$ cat src/rtl/wb_ext_arbiter.sv
// wb_ext_arbiter: round-robin arbiter that shares one Wishbone slave port
// among MASTERS tile wb_ext requesters. Ownership lasts for the whole
// m_cyc_i window of the granted master (bursts included), with no preemption.
// Optional slave-response watchdog: define WB_EXT_ARB_TIMEOUT_EN to enable it.
module wb_ext_arbiter #(
  parameter int AW      = 32,
  parameter int DW      = 32,
  parameter int MASTERS = 4,
  parameter int TIMEOUT = 255
) (
  input  logic                         clk,
  input  logic                         rst_n,
  input  logic [MASTERS-1:0][AW-1:0]   m_adr_i,
  input  logic [MASTERS-1:0][DW-1:0]   m_dat_i,
  input  logic [MASTERS-1:0]           m_cyc_i,
  input  logic [MASTERS-1:0]           m_stb_i,
  input  logic [MASTERS-1:0]           m_we_i,
  input  logic [MASTERS-1:0][3:0]      m_sel_i,
  input  logic [MASTERS-1:0][2:0]      m_cti_i,
  input  logic [MASTERS-1:0][1:0]      m_bte_i,
  output logic [MASTERS-1:0]           m_ack_o,
  output logic [MASTERS-1:0]           m_rty_o,
  output logic [MASTERS-1:0]           m_err_o,
  output logic [MASTERS-1:0][DW-1:0]   m_dat_o,
  output logic [AW-1:0]                s_adr_o,
  output logic [DW-1:0]                s_dat_o,
  output logic [3:0]                   s_sel_o,
  output logic                         s_cyc_o,
  output logic                         s_stb_o,
  output logic                         s_we_o,
  output logic [2:0]                   s_cti_o,
  output logic [1:0]                   s_bte_o,
  input  logic                         s_ack_i,
  input  logic                         s_rty_i,
  input  logic                         s_err_i,
  input  logic [DW-1:0]                s_dat_i,
  output logic [MASTERS-1:0]           grant_o
);

  localparam int GW = (MASTERS > 1) ? $clog2(MASTERS) : 1;

  localparam logic [0:0] ST_IDLE  = 1'b0;
  localparam logic [0:0] ST_OWNED = 1'b1;

  // Reject illegal configurations at elaboration time.
  if (MASTERS < 2 || MASTERS > 16 || TIMEOUT < 2 || TIMEOUT > 65535) begin : g_param_check
    $error("wb_ext_arbiter: MASTERS must be 2..16 and TIMEOUT 2..65535");
  end

  logic [0:0]    state_q, state_d;
  logic [GW-1:0] g_q, g_d;
  logic [GW-1:0] ptr_q, ptr_d;
  logic          owned_s;
  logic          active_s;
  logic          found_s;
  logic [GW-1:0] pick_s;
  logic          to_hit_s;

  // First requester at or after ptr, wrapping modulo MASTERS.
  function automatic logic [GW:0] rr_pick(input logic [MASTERS-1:0] req,
                                          input logic [GW-1:0]      ptr);
    logic [GW:0] res;
    int          idx;
    res = '0;
    for (int i = 0; i < MASTERS; i++) begin
      idx = int'(ptr) + i;
      if (idx >= MASTERS) begin
        idx = idx - MASTERS;
      end
      if (!res[GW] && req[idx]) begin
        res = {1'b1, idx[GW-1:0]};
      end
    end
    return res;
  endfunction

  assign owned_s  = (state_q == ST_OWNED);
  // A transfer is live only while the owner keeps cyc high; the release
  // cycle (owner already dropped cyc) must not see slave terminations.
  assign active_s = owned_s & m_cyc_i[g_q];
  assign {found_s, pick_s} = rr_pick(m_cyc_i, ptr_q);

`ifdef WB_EXT_ARB_TIMEOUT_EN
  logic [15:0] wd_q, wd_d;
  logic        stall_s;

  assign stall_s  = active_s & m_stb_i[g_q] & ~(s_ack_i | s_rty_i | s_err_i);
  assign to_hit_s = stall_s & (wd_q == 16'(TIMEOUT - 1));

  // Watchdog next value: count stalled strobe cycles, restart on any response.
  always_comb begin
    wd_d = 16'd0;
    if (to_hit_s) begin
      wd_d = 16'd0;
    end else if (stall_s) begin
      wd_d = wd_q + 16'd1;
    end else begin
      wd_d = 16'd0;
    end
  end

  // Watchdog counter register.
  always_ff @(posedge clk or negedge rst_n) begin
    if (!rst_n) begin
      wd_q <= 16'd0;
    end else begin
      wd_q <= wd_d;
    end
  end
`else
  assign to_hit_s = 1'b0;
`endif

  // Arbitration FSM next-state: grant in IDLE, hold while owner keeps cyc.
  always_comb begin
    state_d = state_q;
    g_d     = g_q;
    ptr_d   = ptr_q;
    case (state_q)
      ST_IDLE: begin
        if (found_s) begin
          state_d = ST_OWNED;
          g_d     = pick_s;
        end else begin
          state_d = ST_IDLE;
        end
      end
      ST_OWNED: begin
        if (!m_cyc_i[g_q]) begin
          state_d = ST_IDLE;
          ptr_d   = (g_q == GW'(MASTERS - 1)) ? {GW{1'b0}} : g_q + GW'(1);
        end else begin
          state_d = ST_OWNED;
        end
      end
      default: begin
        state_d = ST_IDLE;
      end
    endcase
  end

  // FSM, grant index and round-robin pointer registers.
  always_ff @(posedge clk or negedge rst_n) begin
    if (!rst_n) begin
      state_q <= ST_IDLE;
      g_q     <= {GW{1'b0}};
      ptr_q   <= {GW{1'b0}};
    end else begin
      state_q <= state_d;
      g_q     <= g_d;
      ptr_q   <= ptr_d;
    end
  end

  // Datapath muxing: owner drives the slave port, slave answers only the owner.
  always_comb begin
    s_adr_o = '0;
    s_dat_o = '0;
    s_sel_o = 4'b0000;
    s_cyc_o = 1'b0;
    s_stb_o = 1'b0;
    s_we_o  = 1'b0;
    s_cti_o = 3'b000;
    s_bte_o = 2'b00;
    m_ack_o = '0;
    m_rty_o = '0;
    m_err_o = '0;
    m_dat_o = '0;
    grant_o = '0;
    if (owned_s) begin
      s_adr_o      = m_adr_i[g_q];
      s_dat_o      = m_dat_i[g_q];
      s_sel_o      = m_sel_i[g_q];
      s_cyc_o      = m_cyc_i[g_q];
      s_stb_o      = m_stb_i[g_q] & ~to_hit_s;
      s_we_o       = m_we_i[g_q];
      s_cti_o      = m_cti_i[g_q];
      s_bte_o      = m_bte_i[g_q];
      grant_o[g_q] = 1'b1;
      if (active_s) begin
        m_ack_o[g_q] = s_ack_i;
        m_rty_o[g_q] = s_rty_i;
        m_err_o[g_q] = s_err_i | to_hit_s;
        m_dat_o[g_q] = s_dat_i;
      end else begin
        m_ack_o = '0;
      end
    end else begin
      grant_o = '0;
    end
  end

endmodule

$ cat config.mk
export PLATFORM = sky130hd
export DESIGN_NAME = wb_ext_arbiter
export DESIGN_NICKNAME = d
export VERILOG_FILES = /design/src/rtl/wb_ext_arbiter.sv
export SDC_FILE = /design/constraint.sdc
export NUM_CORES = 1
export LEC_CHECK = 0
export ABC_CLOCK_PERIOD_IN_PS = 4300
export BUFFER_PORTS_ARGS = -buffer_cell sky130_fd_sc_hd__buf_4
export CORE_AREA = 2 2 221 223
export CTS_BUF_LIST = sky130_fd_sc_hd__clkbuf_8
export DETAILED_ROUTE_END_ITERATION = 7
export DIE_AREA = 0 0 223 225
export PLACE_DENSITY = 0.3
export SLEW_MARGIN = 20
export SYNTH_ARGS = -nofsm -noshare
export SYNTH_HDL_FRONTEND = slang
export SYNTH_SLANG_ARGS = --single-unit
export TNS_END_PERCENT = 20
$ cat constraint.sdc
create_clock -name clk -period 4.3 [get_ports clk]
set_input_delay 0.86 -clock clk [delete_from_list [all_inputs] [get_ports clk]]
set_output_delay 0.86 -clock clk [all_outputs]
set_load 0.03 [all_outputs]
* Word-level counts from Yosys, hierarchy flattened
Index checks and enable logic that the tools add are counted.
** Cells by class
- Mux-type cells :: 61
- Bitwise operators :: 7
- Reduce and logical (&&, ||, !) cells :: 9
- Order comparisons :: 10
- Add/subtract/negate cells :: 8
- Equal/unequal tests :: 1
** Operator list (number)
- two-way mux 32 bit :: 9
- two-way mux 128 bit :: 2
- AND 128 bit :: 1
- binary-select mux 32 bit (select 2 bit) :: 2
- less-than comparator 32 x 4 -> 1 bit, second input constant :: 4
- demux 32 bit (select 2 bit) :: 1
- two-way mux 4 bit :: 9
- two-way mux 3 bit :: 6
- two-way mux 1 bit :: 17
- binary-select mux 1 bit (select 2 bit) :: 7
- AND 4 bit :: 3
- subtractor 3 x 3 -> 4 bit, second input constant :: 3
- greater-or-equal comparator 3 bit, second input constant :: 3
- binary-select mux 4 bit (select 2 bit) :: 1
- adder 2 x 2 -> 3 bit, second input constant :: 2
- binary-select mux 3 bit (select 2 bit) :: 1
- two-way mux 2 bit :: 3
- binary-select mux 2 bit (select 2 bit) :: 1
- logical AND 1 bit :: 4
- AND reduction 2 bit :: 2
- subtractor 2 x 3 -> 4 bit, second input constant :: 1
- adder 2 x 1 -> 3 bit, second input constant :: 1
- greater-or-equal comparator 2 x 3 -> 1 bit, second input constant :: 1
- zero test 1 bit :: 3
- other kinds (8) :: 9
** Word-level totals
- Output and inout port bits :: 220
- Flip-flop bits (word level) :: 5
- Logic and storage cells :: 99

* Longest topological paths before layout
Gate-level depths: netlist of run 1.
- Depth in word-level cells :: 17
- Gate-level depth with buffers :: 9
- Mapped depth without buffers :: 4

* Worst setup path after synthesis of run 1
No wires, ideal clock.
- Path kind :: flip-flop to output port
- From :: register g_q[1]
- To :: output port m_dat_o[55] in the netlist's numbering
- Stages on the path, launching flop included :: 10
- Data arrival time :: 2.274 ns
- Buffers on the path :: 5
- Path slack :: 1.166 ns
- Required time :: 3.440 ns
- Cells stage by stage :: dfrtp_1 -> buf_2 -> buf_4 -> clkbuf_1 -> inv_1 -> ha_1 -> and2_1 -> clkbuf_1 -> clkbuf_1 -> and3_1
** RTL lines
- start, declared :: line 51 : logic [GW-1:0] g_q, g_d;
- start signal, assigned :: line 146 : g_q <= {GW{1'b0}};
- start signal, assigned :: line 150 : g_q <= g_d;
- end, declared :: line 24 : output logic [MASTERS-1:0][DW-1:0] m_dat_o,

* Worst setup path in the final report of run 1
- From :: input port m_cyc_i[2]
- To :: output port m_rty_o[2]
** Between the ends
- Cells in the longest elaborated chain, start to end :: 5
** Ends and longest elaborated chain
- start, declared :: line 15 : input logic [MASTERS-1:0] m_cyc_i,
- binary-select mux 1 bit (select 2 bit) :: line 80 : assign active_s = owned_s & m_cyc_i[g_q];
- two-way mux 1 bit (not written as such) :: line 80
- AND 1 bit :: line 80
- two-way mux 4 bit :: line 180 : if (active_s) begin
- two-way mux 4 bit :: line 170 : if (owned_s) begin
- end, declared :: line 22 : output logic [MASTERS-1:0] m_rty_o,
No other way between the ends. The select of a mux whose other input is x is not followed.

==> results.md, run 1 <==
- Max Freq: 0.2892 GHz
- RSZ-0062 raised after global routing: false
- Arrival time at the worst endpoint: 2600 ps
- Critical R2R Launch: g_q[0]$_DFFE_PN0P_
- Setup WS post-layout: 842.1 ps
- Syn Area/Cell: 9.614 um^2
- CTS root buf: clkbuf_8
- Hold Path Class: in2async
- Worst path most repeated cell: buf_4
- Overall power: 5.212 mW
- Synth unique cells: 27
- Count of max-cap constraint violations: 0
- CTS tree: done
- Total congestion overflow: 0
- Utilization after layout: 0.1807
- Placed cell count: 1518
- Layout Skew: 1.740 ps
- Core region area: 0.04755 mm^2
- Antenna-violating nets left: 0
- Die H: 225 um
- GPL Wtd Cong: 0.8230
- Slew headroom: 0.4115
- Placement Setup Slack: 695.0 ps
- Postcts setup bufs: 0
- Area Overhead vs Synth: 128.0%
- Fin crit share: 0.8042
- Clk_lat worst skew: 220 ps
- Final min period: 3458 ps
- DRT iter0 DRCs: 151
- Maximum vdd ir drop: 0.2103 mV
- Top delay family on crit path: multiplexers
- Dpl hpwl: 23340 um
- Largest net degree at the start of global routing: 143
- Synthesized area: 0.003769 mm^2
- Starting Density: 0.07926
- Synth Flop Type: dfrtp_1
- Cells after Synth: 392
- Final TNS setup: 0 ps
- Critical setup path kind: in2out
- R2R Setup Slk: 2340 ps
- Fin cells: 1525
- DRT Wirelength: 27720 um
- Slew Viols, Final: 0
- DR pass1 iterations: 4
- CTS sink cnt: 5
- Status: complete, no violations
- H-tree levels: 1
- Port Buffers: 560
- Filler cell count: 5409
- Routed wire per std cell: 18.18 um
- Async S/R FF share, synth: 1.000
- Number of global-route vias before repair: 5571
- DRC Markers: 0
- Worst slew pin tran: 882.8 ps
- Cells along the critical path: buf_4, mux4_4, buf_16, and3_1, buf_4
- Final Setup Violations: 0
- Length in cells of the worst reg-to-reg path: 3
- First-pass GRT wire length: 38670 um
- Slowest-stage cell, CP: mux4_4
- Syn Nets: 737
- Resized Gates After CTS: 0
- Clk slew on worst S/H paths: 40 ps
- Share of cells above drive strength 1: 0.7214
- EDFF count, synth: 0
- FP Rows: 80
- Worst path bufs/invs: 3
- Critical Path RT: 3440 ps
- Worst-path maximum fanout: 112
- Post-CTS Hold Fix Bufs: 0
- Routed vias: 5385
- Vias per std cell: 3.531
- Endpoints failing hold: 0
- Lkg Pwr: 4.555 nW
- Antenna violations before repair: 0
- Startpoint class of the critical path: primary input
- Num CTS Buffers: 3
- Flops & latches, synth: 5
- NumNets Final: 1254
- Yosys warnings: 0
- I/O pins: 561
- Gr usage total: 0.1032
- Die area: 0.05018 mm^2
- CTS Buffer Depth: 2
- Die Wd: 223 um
- Cell Pwr Density: 606.6 mW/mm^2
- Seq/Total Area, Yosys: 0.03320
- Crit-path max cell delay: 800 ps
- R2R Path End: ptr_q[1]$_DFFE_PN0P_
- CP Capture Type: primary output
-- placed cells by master (no fill, tap or decap), types with 3 or more instances in the layout --
master / count
buf_4: 569
and3_1: 140
clkbuf_8: 3
nor2b_1: 3
inv_1: 4
mux4_2: 75
ha_1: 4
and2_1: 80
nand2_1: 3
-- flip-flops by register name, indices dropped and copies added, names as in the netlist --
signal	flops
g_q	2
owned_s	1
ptr_q	2
-- power breakdown --
group	internal (mW)	leakage, nW	switching [mW]
sequential	0.0784	0.0557	0.0860
combinational	2.10	4.47	2.87
clock	0.0612	0.0269	0.0227
total	2.24	4.55	2.98
-- worst reg2reg max path: cells and delay by family, from the launching register on --
kind          cells  cell delay [ps]
flops             1              430
simple gates      1              250
mux               2             1160
-- routing by layer --
layer	global-route usage	routed length [um]	up-vias
met5	0	0	-
met4	0.01061	119	0
met3	0.02934	2439	4
met2	0.1983	14600	314
met1	0.1156	10560	2518
li1	-	-	2549
-- worst max path at each step --
stage | from | endpoint | slack [ps] | cells after the start
global placement | m_cyc_i[3] | m_dat_o[95] | 700 | 4
global route | m_cyc_i[2] | m_dat_o[82] | 780 | 5
CTS | m_cyc_i[3] | m_rty_o[2] | 690 | 4
floorplan | g_q[1]$_DFFE_PN0P_ | m_dat_o[55] | 1170 | 9
finish | m_cyc_i[2] | m_rty_o[2] | 840 | 5
detailed placement | m_cyc_i[3] | m_rty_o[2] | 690 | 4
-- metrics by stage --
step | hold slack [ps] | instance area [um^2]
after global placement | 663.9 | 8516
final | 442.7 | 8593
after detailed placement | 661.9 | 8516
after global routing | 434.2 | 8588
after CTS | 439.6 | 8561
after floorplan | 564.4 | 3769
-- logic make-up after synthesis --
family,after synthesis,share of synthesized area
compound gates,10,0.01793
flops,5,0.03320
fa+ha+maj,4,0.01328
mux,77,0.4582
simple gates,234,0.3881
buf+inv,62,0.08931
-- layout make-up --
type	count	area [um^2]	area share
Inverter	3	11.26	0.001310
Tap cell	615	769.5	0.08955
Multi-Input combinational cell	325	3309	0.3851
Clock inverter	1	3.754	0.0004368
Sequential cell	5	133.9	0.01558
Antenna cell	2	5.005	0.0005824
Timing Repair Buffer	571	4319	0.5026
Clock buffer	3	41.29	0.004805
-- synthesized netlist by cell type (2+ instances only) --
master / count / area (um^2)
nor2b_1: 3 / 18.77
dfrtp_1: 5 / 125.1
buf_6: 11 / 123.9
buf_4: 3 / 22.52
clkbuf_1: 37 / 138.9
nor2_1: 2 / 7.510
nand2_1: 3 / 11.26
buf_2: 8 / 40.04
inv_1: 3 / 11.26
nand2b_1: 2 / 12.51
and2_1: 80 / 500.5
mux4_2: 76 / 1712
o21ai_0: 2 / 10.01
a31oi_1: 2 / 12.51
and3_1: 140 / 875.8
ha_1: 4 / 50.05
Power figures use the tool's default switching activity.
==> run 2, diff against run 1 <==
Settings changed: ABC_AREA set to 1, ABC_CLOCK_PERIOD_IN_PS 4300 to 3400, CORE_AREA 2 2 221 223 to 2 2 218 220, DIE_AREA 0 0 223 225 to 0 0 220 222, PLACE_DENSITY 0.3 to 0.31.
Clock period 4.3 ns to 3.4 ns, I/O delays scaled along.
==> results.md, run 2 <==
- Status: complete, no violations
- Endpoints failing hold: 0
- Maximum vdd ir drop: 0.3405 mV
- I/O pins: 561
- CP Capture Type: primary output
- DRT Wirelength: 36790 um
- Routed vias: 7736
- Synth top area share: 0.2542
- Cell Pwr Density: 825.3 mW/mm^2
- Post-synth top cells: 306 x nor2_1, 150 x o21ai_0, 80 x nor3_2
- Synth Flop Type: dfrtp_1
- Postcts setup bufs: 0
- Clk slew on worst S/H paths: 40 ps
- Count of max-cap constraint violations: 0
- Layout Skew: 4.109 ps
- Most common cell after layout, fill and taps aside: buf_4
- Overall power: 7.679 mW
- Syn Area/Cell: 5.101 um^2
- Synthesized area: 0.004519 mm^2
- Fin crit share: 0.8820
- Placed cell count: 1988
- DR pass1 iterations: 4
- Slew Viols, Final: 0
- Area Overhead vs Synth: 105.9%
- Clk_lat worst skew: 220 ps
- Resized Gates After CTS: 0
- Num CTS Buffers: 3
- Lkg Pwr: 4.455 nW
- Routed wire per std cell: 18.45 um
- Port Buffers: 560
- EDFF count, synth: 0
- Core region area: 0.04626 mm^2
- Critical Path RT: 2720 ps
- Number of global-route vias before repair: 7673
- Share of cells above drive strength 1: 0.4874
- Total congestion overflow: 0
- Yosys warnings: 0
- CTS sink cnt: 5
- Post-CTS Hold Fix Bufs: 0
- Final TNS setup: 0 ps
- Async S/R FF share, synth: 1.000
- Flops & latches, synth: 5
- Gr usage total: 0.1381
- Cells after Synth: 886
- Startpoint class of the critical path: register
- Slowest-stage cell, CP: dfrtp_4
- Vias per std cell: 3.880
- GPL Wtd Cong: 0.8076
- CTS Buffer Depth: 2
- Slew headroom: 0.6007
- H-tree levels: 1
- Antenna violations before repair: 3
- First-pass GRT wire length: 51370 um
- Crit-path max cell delay: 560 ps
- Fin cells: 1994
- Cells along the critical path: inv_4, ha_1, nand2_2, buf_4, nor3_1, buf_4
- Max Freq: 0.3335 GHz
- Ranking of synthesized cells by area: nor2_1 25%, nor3_2 18%, o21ai_0 17%, a21oi_1 8.6%, nor3_1 6.6%
- DRT iter0 DRCs: 235
- CTS tree: done
- Largest net degree at the start of global routing: 107
- Die Wd: 220 um
- Worst path most repeated cell: buf_4
- Utilization after layout: 0.2011
- CTS root buf: clkbuf_8
- Placement Setup Slack: 510.5 ps
- Die area: 0.04884 mm^2
- Arrival time at the worst endpoint: 2320 ps
- Final min period: 2999 ps
- Setup WS post-layout: 401.1 ps
- Critical setup path kind: reg2out
- Antenna-violating nets left: 0
- Most frequent cell after synthesis: nor2_1
- RSZ-0062 raised after global routing: false
- Hold Path Class: in2async
- Synth unique cells: 21
- Post-synth top area cell: nor2_1
- Starting Density: 0.09770
- Dpl hpwl: 30350 um
- Final Setup Violations: 0
- FP Rows: 79
- Worst-path maximum fanout: 24
- Top delay family on crit path: buffers and inverters
- NumNets Final: 1731
- Worst slew pin tran: 598.9 ps
- Syn Nets: 1231
- Die H: 222 um
- DRC Markers: 0
- Seq/Total Area, Yosys: 0.02769
- Most frequent cells in the layout: 577 x buf_4, 306 x nor2_1, 150 x o21ai_0
- Worst path bufs/invs: 3
run 2: changes by cell type in the layout (fill, tap and decap cells not counted), sizes merged, moves of 8 or more:
| cell | change |
|---|---|
| a21oi | +77 |
| and2 | -79 |
| and3 | -140 |
| buf | +11 |
| inv | +47 |
| mux4 | -76 |
| nand2 | +46 |
| nand3 | +8 |
| nor2 | +304 |
| nor3 | +140 |
| o21ai | +153 |
run 2: routing by layer:
| metal | global-route usage | part of all wire |
|---|---|---|
| met5 | 0 | 0 |
| met4 | 0.02598 | 0.013 |
| met3 | 0.04102 | 0.096 |
| met2 | 0.2560 | 0.51 |
| met1 | 0.1545 | 0.39 |
run 2: power breakdown:
group	internal, mW	switching (mW)	total [mW]
logic	2.33	5.05	7.39
clock network	0.0776	0.0311	0.109
registers	0.0974	0.0846	0.182
run 2: worst paths after layout:
check | startpoint | endpoint | slack [ps] | depth (start not counted)
worst max-delay path | g_q[0]$_DFFE_PN0P_ | m_ack_o[0] | 400 | 6
worst min-delay path | rst_n | ptr_q[0]$_DFFE_PN0P_ | 260 | 1
worst max register to register | g_q[1]$_DFFE_PN0P_ | owned_s$_DFF_PN0_ | 1560 | 6
worst min register to register | g_q[1]$_DFFE_PN0P_ | g_q[1]$_DFFE_PN0P_ | 630 | 2
max in group asynchronous | rst_n | g_q[1]$_DFFE_PN0P_ | 3010 | 1
min in group clk | g_q[1]$_DFFE_PN0P_ | g_q[1]$_DFFE_PN0P_ | 630 | 2
run 2: logic make-up (layout without fill, tap and decap cells):
family,count (synthesis),count (layout),synth area share
buf+inv,138,637,0.1506
other cells,0,2,0
compound gates,233,233,0.2580
flops,5,5,0.02769
simple gates,506,506,0.5526
fa+ha+maj,4,4,0.01107
run 2: area by class of cell:
class / instances / area, um^2
tap: 607 / 759.5
sequential: 5 / 132.6
clock inverter: 1 / 3.754
antenna: 2 / 5.005
timing repair buffer: 582 / 4432
multi-input combinational: 743 / 3732
fill: 5447 / 36960
inverter: 51 / 197.7
clock buffer: 3 / 41.29
run 2: worst reg2reg max path, stage by stage (launching register included):
cell and delay, ps:
dfrtp_4 520, inv_2 200, a21oi_1 60, o21ai_1 250, nand2_8 300, buf_4 290
o21ai_0 150
run 2: stage by stage:
step / hold slack [ps] / cell area [um^2]
2_1_floorplan: 384.4 / 4519
3_5_place_dp: 498.5 / 9254
5_1_grt: 262.9 / 9304
4_1_cts: 257.0 / 9299
3_3_place_gp: 494.2 / 9254
6_report: 255.3 / 9304
==> run 3, diff against run 2 <==
Settings changed: CORE_AREA 2 2 218 220 to 3 3 219 221, DIE_AREA 0 0 220 222 to 0 0 222 224.
==> results.md, run 3 (synthesis results as in run 2) <==
- Filler cell count: 5418
- Final min period: 3037 ps
- NumNets Final: 1733
- Diode count: 0
- Routed wire per std cell: 18.07 um
- Footprint of the multi-input gates: 0.003732 mm^2
- Utilization after layout: 0.2006
- Postcts setup bufs: 0
- Startpoint class of the critical path: register
- Endpoints failing hold: 0
- Die area: 0.04973 mm^2
- Antenna-violating nets left: 0
- CTS tree: done
- Core region area: 0.04636 mm^2
- Die H: 224 um
- Most frequent cells in the layout: 580 x buf_4, 306 x nor2_1, 150 x o21ai_0
- First-pass GRT wire length: 51530 um
- Die Wd: 222 um
- Cell Pwr Density: 812.9 mW/mm^2
- CTS Buffer Depth: 2
- Total congestion overflow: 0
- Max Freq: 0.3292 GHz
- I/O pins: 561
- GPL Wtd Cong: 0.7866
- Most common cell after layout, fill and taps aside: buf_4
- Final Setup Violations: 0
- Layout Skew: 2.503 ps
- Starting Density: 0.09749
- Worst-path maximum fanout: 58
- Status: complete, no violations
- Slew headroom: 0.4861
- DR pass1 iterations: 4
- Slew Viols, Final: 0
- Share of cells above drive strength 1: 0.4881
- Routed vias: 7799
- Resized Gates After CTS: 0
- Gr usage total: 0.1328
- Clk slew on worst S/H paths: 40 ps
- DRT iter0 DRCs: 319
- Antenna violations before repair: 1
- Count of max-cap constraint violations: 0
- Number of global-route vias before repair: 7803
- Area Overhead vs Synth: 105.8%
- Critical setup path kind: reg2out
- Hold Path Class: in2async
- Final TNS setup: 0 ps
- Maximum vdd ir drop: 0.4243 mV
- CP Capture Type: primary output
- RSZ-0062 raised after global routing: false
- Post-CTS Hold Fix Bufs: 0
- Length in cells of the worst reg-to-reg path: 4
- Seq. cell area: 130.1 um^2
- Vias per std cell: 3.911
- Largest net degree at the start of global routing: 95
- CTS root buf: clkbuf_8
- Num CTS Buffers: 3
- Port Buffers: 560
- CTS sink cnt: 5
- Clk_lat worst skew: 220 ps
- DRC Markers: 0
- Lkg Pwr: 4.462 nW
- Arrival time at the worst endpoint: 2360 ps
- Fin crit share: 0.8934
- Dpl hpwl: 29830 um
- Worst slew pin tran: 762.9 ps
- Critical Path RT: 2720 ps
- DRT Wirelength: 36030 um
- FP Rows: 79
- H-tree levels: 1
run 3: layer usage:
metal  global-route usage  wire, um
met3              0.03486      2806
met1               0.1513     13920
met4              0.01692       411
met2               0.2542     18870
met5                    0        13
run 3: final timing paths:
path | to | slack, ps | startpoint
min in group clk | g_q[0]$_DFFE_PN0P_ | 660 | g_q[0]$_DFFE_PN0P_
worst max-delay path | m_dat_o[109] | 360 | g_q[0]$_DFFE_PN0P_
worst min-delay path | g_q[0]$_DFFE_PN0P_ | 260 | rst_n
max in group asynchronous | g_q[0]$_DFFE_PN0P_ | 3020 | rst_n
worst max register to register | owned_s$_DFF_PN0_ | 1660 | g_q[0]$_DFFE_PN0P_
worst min register to register | g_q[0]$_DFFE_PN0P_ | 660 | g_q[0]$_DFFE_PN0P_
run 3: final cells by class:
cell class,instances,area share
multi-input combinational,743,0.4014
tap,607,0.08167
sequential,5,0.01399
timing repair buffer,584,0.4769
inverter,51,0.02126
clock inverter,1,0.0004037
clock buffer,3,0.004440
run 3: worst max-delay path: stages (launching register included):
cell and delay (ps):
dfrtp_4 490, buf_4 550, ha_1 290, nand2_1 60, buf_4 260, nor3_1 250, buf_4 210
run 3: power by group:
group | leakage, nW | internal (mW) | switching (mW) | total (mW)
registers | 0.0586 | 0.0952 | 0.0740 | 0.169
clock network | 0.0269 | 0.0775 | 0.0301 | 0.108
logic | 4.38 | 2.33 | 4.95 | 7.28
total | 4.46 | 2.51 | 5.05 | 7.56
run 3: per-stage QoR:
stage / instance area, um^2 / power (mW) / cells / hold slack (ps) / setup slack, ps
after floorplan: 4519 / 4.918 / 886 / 384.4 / 432.3
after global placement: 9254 / 7.645 / 1990 / 490.7 / 507.9
after detailed placement: 9254 / 7.584 / 1990 / 492.7 / 485.5
after CTS: 9299 / 7.713 / 1994 / 256.7 / 297.3
after global routing: 9299 / 8.173 / 1994 / 255.1 / 129.8
final: 9299 / 7.559 / 1994 / 257.7 / 362.5
